`src/rtl/spike_aer_tx.sv`:
```
// Drains spike events from the FIFO read port onto the off-core AER bus using a
// four-phase req/ack handshake; the asynchronous acknowledge is synchronized locally.
module spike_aer_tx #(
    parameter int M           = 8,
    parameter int SYNC_STAGES = 2,
    parameter int CNT_W       = 16
) (
    input  logic             CLK,
    input  logic             RST,
    input  logic             EN_i,
    input  logic             FIFO_empty_i,
    output logic             FIFO_r_en_o,
    input  logic [M-1:0]     FIFO_r_data_i,
    output logic [M-1:0]     AER_ADDR_o,
    output logic             AER_REQ_o,
    input  logic             AER_ACK_i,
    output logic             BUSY_o,
    output logic [CNT_W-1:0] EVT_CNT_o,
    output logic             PROTO_ERR_o
);

    typedef enum logic [2:0] {
        S_IDLE,
        S_POP,
        S_LOAD,
        S_SETUP,
        S_REQ,
        S_RELEASE
    } state_t;

    state_t                 r_state;
    state_t                 w_state_nxt;
    logic [SYNC_STAGES-1:0] r_ack_sync;
    logic [M-1:0]           r_addr;
    logic                   r_req;
    logic [CNT_W-1:0]       r_cnt;
    logic                   r_err;

    logic                   w_ack_s;
    logic                   w_start;
    logic                   w_release_done;
    logic                   w_early_ack;

    assign w_ack_s        = r_ack_sync[SYNC_STAGES-1];
    assign w_start        = EN_i & ~FIFO_empty_i;
    assign w_release_done = (r_state == S_RELEASE) && !w_ack_s;
    // An acknowledge seen before the request is raised violates the protocol.
    assign w_early_ack    = w_ack_s && (r_state inside {S_IDLE, S_POP, S_LOAD, S_SETUP});

    always_ff @(posedge CLK) begin
        if (RST) begin
            r_ack_sync <= '0;
        end else begin
            r_ack_sync <= {r_ack_sync[SYNC_STAGES-2:0], AER_ACK_i};
        end
    end

    always_ff @(posedge CLK) begin
        if (RST) begin
            r_state <= S_IDLE;
        end else begin
            r_state <= w_state_nxt;
        end
    end

    always_comb begin
        w_state_nxt = r_state;
        case (r_state)
            S_IDLE: begin
                if (w_start && !w_ack_s) begin
                    w_state_nxt = S_POP;
                end
            end
            S_POP:   w_state_nxt = S_LOAD;
            S_LOAD:  w_state_nxt = S_SETUP;
            S_SETUP: w_state_nxt = S_REQ;
            S_REQ: begin
                if (w_ack_s) begin
                    w_state_nxt = S_RELEASE;
                end
            end
            S_RELEASE: begin
                if (!w_ack_s) begin
                    w_state_nxt = w_start ? S_POP : S_IDLE;
                end
            end
            default: w_state_nxt = S_IDLE;
        endcase
    end

    always_ff @(posedge CLK) begin
        if (RST) begin
            r_addr <= '0;
            r_req  <= 1'b0;
            r_cnt  <= '0;
            r_err  <= 1'b0;
        end else begin
            if (r_state == S_LOAD) begin
                r_addr <= FIFO_r_data_i;
            end
            if (r_state == S_SETUP) begin
                r_req <= 1'b1;
            end else if ((r_state == S_REQ) && w_ack_s) begin
                r_req <= 1'b0;
            end
            if (w_release_done) begin
                r_cnt <= r_cnt + CNT_W'(1);
            end
            if (w_early_ack) begin
                r_err <= 1'b1;
            end
        end
    end

    assign FIFO_r_en_o = (r_state == S_POP);
    assign BUSY_o      = (r_state != S_IDLE);
    assign AER_ADDR_o  = r_addr;
    assign AER_REQ_o   = r_req;
    assign EVT_CNT_o   = r_cnt;
    assign PROTO_ERR_o = r_err;

endmodule

```
`config.mk`:
```
export PLATFORM = sky130hd
export DESIGN_NAME = spike_aer_tx
export DESIGN_NICKNAME = d
export VERILOG_FILES = /design/src/rtl/spike_aer_tx.sv
export SDC_FILE = /design/constraint.sdc
export NUM_CORES = 1
export LEC_CHECK = 0
export CAP_MARGIN = 20
export CORE_MARGIN = 5
export CORE_UTILIZATION = 40
export DETAILED_ROUTE_END_ITERATION = 8
export GPL_ROUTABILITY_DRIVEN = 0
export HOLD_SLACK_MARGIN = 0.15
export PLACE_DENSITY = 0.8
export SYNTH_ARGS = -nofsm -noshare
export SYNTH_HDL_FRONTEND = slang
export SYNTH_SLANG_ARGS = --single-unit
```
`constraint.sdc`:
```
create_clock -name CLK -period 1.8 [get_ports CLK]
set_input_delay 0.27 -clock CLK [delete_from_list [all_inputs] [get_ports CLK]]
set_output_delay 0.27 -clock CLK [all_outputs]
set_load 0.005 [all_outputs]
```
==> results.yml <==
clocking:
  clk_pin_slew_ps: 100
  postCtsSetupBuffers: 0
  cts_tree: "built"
  post_cts_resize_count: 2
  clockRootBuffer: "clkbuf_4"
  htree_levels: 2
  numCtsBuffers: 5
  clock_path_buffers: 2
  clk_latency_ps: 330
  ctsHoldBuffers: 0
  clkSinkCount: 31
global_route:
  antenna_found_initial: 0
  grt_max_degree: 16
  grt_pass1_vias: 1264
  grt_pass1_wl_mm: 5.35
  grt_usage: 0.157
  grt_overflow: 0
sta:
  fin_crit_sh: 0.934
  worstMarginPinSlew_ps: 352
  clock_skew_ps: 8.18
  drv_slew: 0
  tns_ps: 0
  slew-limit-headroom: 0.763
  setup_violations: 0
  whs_ps: 444
  period_minus_slack_ps: 1680
  rsz0062_at_grt: "false"
  fmax_mhz: 595
  hold_viol: 0
critical_path:
  endpoint_kind: "output port"
  cpPeakStageDelay_ps: 380
  crit_fanout: 9
  r2r_setup_slack_ps: 140
  r2r_cells: 6
  worstSetupPathType: "register to output port"
  startpoint: "r_state[0]"
  start_kind: "register"
  required_ps: 1530
  crit_chain: "buf_4, or3_1, clkdlybuf4s15_1"
  critPathSlowestCell: "or3_1"
  worstReg2RegEnd: "EVT_CNT_o[14]"
  r2r_start: "EVT_CNT_o[0]"
  worstSetupEndpoint: "BUSY_o"
  cp.arrival_ps: 1410
route:
  drtIter0Drc: 21
  wl_mm: 3.22
  vias_per_cell: 5.00
  vias: 1275
  drcViolationCount: 0
  wl_met1_mm: 1.43
  wire_per_inst_um: 12.6
  antenna_left: 0
  met2WireLength_mm: 1.56
  highest_layer: "met4"
  drtPass1Iterations: 4
  wl_met3_um: 204
logic_synthesis:
  synth_area_per_cell_um2: 8.52
  synth_seq_cells: 31
  ys_seq_area_frac: 0.473
  syn-cell-area_mm2: 0.00131
  syn_nets: 168
  yosys_warnings: 0
  ys_types: 32
  synth_cells: 154
layout:
  final_cell_mix: "clkdlybuf4s50_1 (38), dfxtp_1 (31), nand2_1 (24)"
  layout-area-overhead-vs-synth_pct: 46.2
  drive_gt1_frac: 0.123
  final_nets: 224
  diodes: 0
  final.fill_count: 296
  final_common_cell: "clkdlybuf4s50_1"
placement:
  io_buffers: 40
  dp_hpwl_mm: 2.47
pwr:
  p_leak_nw: 0.683
  ir_drop_uv: 492
  powerDensity_mw_per_mm2: 688
floorplanning:
  rows: 20
  die_h_um: 67.3
  floorplan.initialDensity: 0.423
  die-area_mm2: 0.00453
  fp.dieW_um: 67.3
  design.core.area_mm2: 0.00310
  io_pins: 41
run:
  drv_cap: 0
hold_path:
  hold_class: "register to register"
outcome:
  outcome: "complete, no violations"
cell families (layout without fill, tap and decap cells):
| family | Yosys count | in the layout | share of synthesized area |
|---|---|---|---|
| buffers and inverters | 9 | 66 | 0.0334 |
| muxes | 2 | 2 | 0.0172 |
| adders and majority gates | 1 | 1 | 0.00953 |
| AOI/OAI and AO/OA | 21 | 21 | 0.0848 |
| and+or+nand+nor | 79 | 79 | 0.309 |
| xor gates and xnor gates | 11 | 11 | 0.0734 |
| DFF | 31 | 31 | 0.473 |
power by group:
group          internal (mW)  leakage, nW  switching, mW
combinational         0.0855        0.394         0.0648
clock                  0.230       0.0386          0.228
sequential             0.705        0.251        0.00860
registers in the layout, indices dropped and copies added, names as in the netlist:
| signal | cells |
|---|---|
| AER_REQ_o | 1 |
| r_state | 3 |
| EVT_CNT_o | 16 |
| AER_ADDR_o | 8 |
| r_ack_sync | 2 |
| PROTO_ERR_o | 1 |
final cells by class:
class,count,area (µm²),area share
inverter,2,7.51,0.00391
clock buffer,8,68.8,0.0359
timing repair buffer,56,519,0.271
sequential,31,621,0.323
multi-input combinational,114,648,0.338
tap,44,55.1,0.0287
cell usage after synthesis:
master | count | area share
ha_1 | 1 | 0.0095
dfxtp_1 | 31 | 0.47
nand2_1 | 24 | 0.069
nand4_1 | 6 | 0.029
xnor2_1 | 8 | 0.053
and2_1 | 1 | 0.0048
buf_6 | 1 | 0.0086
nand2b_1 | 1 | 0.0048
and2b_1 | 1 | 0.0057
or3_1 | 3 | 0.014
and3_1 | 1 | 0.0048
o21ai_0 | 4 | 0.015
or4b_1 | 1 | 0.0076
nor4_1 | 2 | 0.0095
nor3_1 | 5 | 0.019
nand3_1 | 5 | 0.019
or4_4 | 1 | 0.0086
inv_1 | 2 | 0.0057
nand4bb_1 | 1 | 0.0086
o41ai_1 | 1 | 0.0067
and4_1 | 1 | 0.0067
xor2_1 | 3 | 0.020
nor2b_1 | 5 | 0.024
buf_2 | 2 | 0.0076
nor4bb_1 | 1 | 0.0076
clkbuf_1 | 4 | 0.011
nor3b_1 | 2 | 0.011
and3b_1 | 1 | 0.0067
mux2_2 | 2 | 0.017
a22oi_1 | 1 | 0.0057
a21oi_1 | 15 | 0.057
nor2_1 | 17 | 0.049
worst max-delay path, delay by kind of cell (launching register included):
family,cells,cell delay [ps]
simple gates,1,380
flops,1,330
buf+inv,2,380
routing by layer:
layer | global-route usage | vias to the layer above
met1 | 0.173 | 577
met3 | 0.0649 | 6
met5 | 0 | -
met4 | 0.0633 | 0
li1 | - | 645
met2 | 0.269 | 47
worst min path at each step:
| stage | startpoint | endpoint | slack, ps | cells after the start |
|---|---|---|---|---|
| floorplan | AER_ACK_i | r_ack_sync[0] | 400 | 1 |
| global placement | r_ack_sync[0] | r_ack_sync[1] | 440 | 1 |
| detailed placement | r_ack_sync[0] | r_ack_sync[1] | 430 | 1 |
| CTS | r_ack_sync[0] | r_ack_sync[1] | 450 | 1 |
| global route | r_ack_sync[0] | r_ack_sync[1] | 460 | 1 |
| finish | r_ack_sync[0] | r_ack_sync[1] | 440 | 1 |
through the flow:
step,instances,util,total power [mW],worst slack (ps),instance area [µm²]
5_1_grt,255,0.619,1.39,10.4,1920
2_1_floorplan,154,-,0.803,96.1,1310
6_report,255,0.619,1.32,118,1920
3_3_place_gp,247,0.597,0.879,192,1850
3_5_place_dp,247,0.597,0.885,154,1850
4_1_cts,255,0.618,1.34,48.0,1920
No activity file was read; power rests on OpenSTA's default activity.
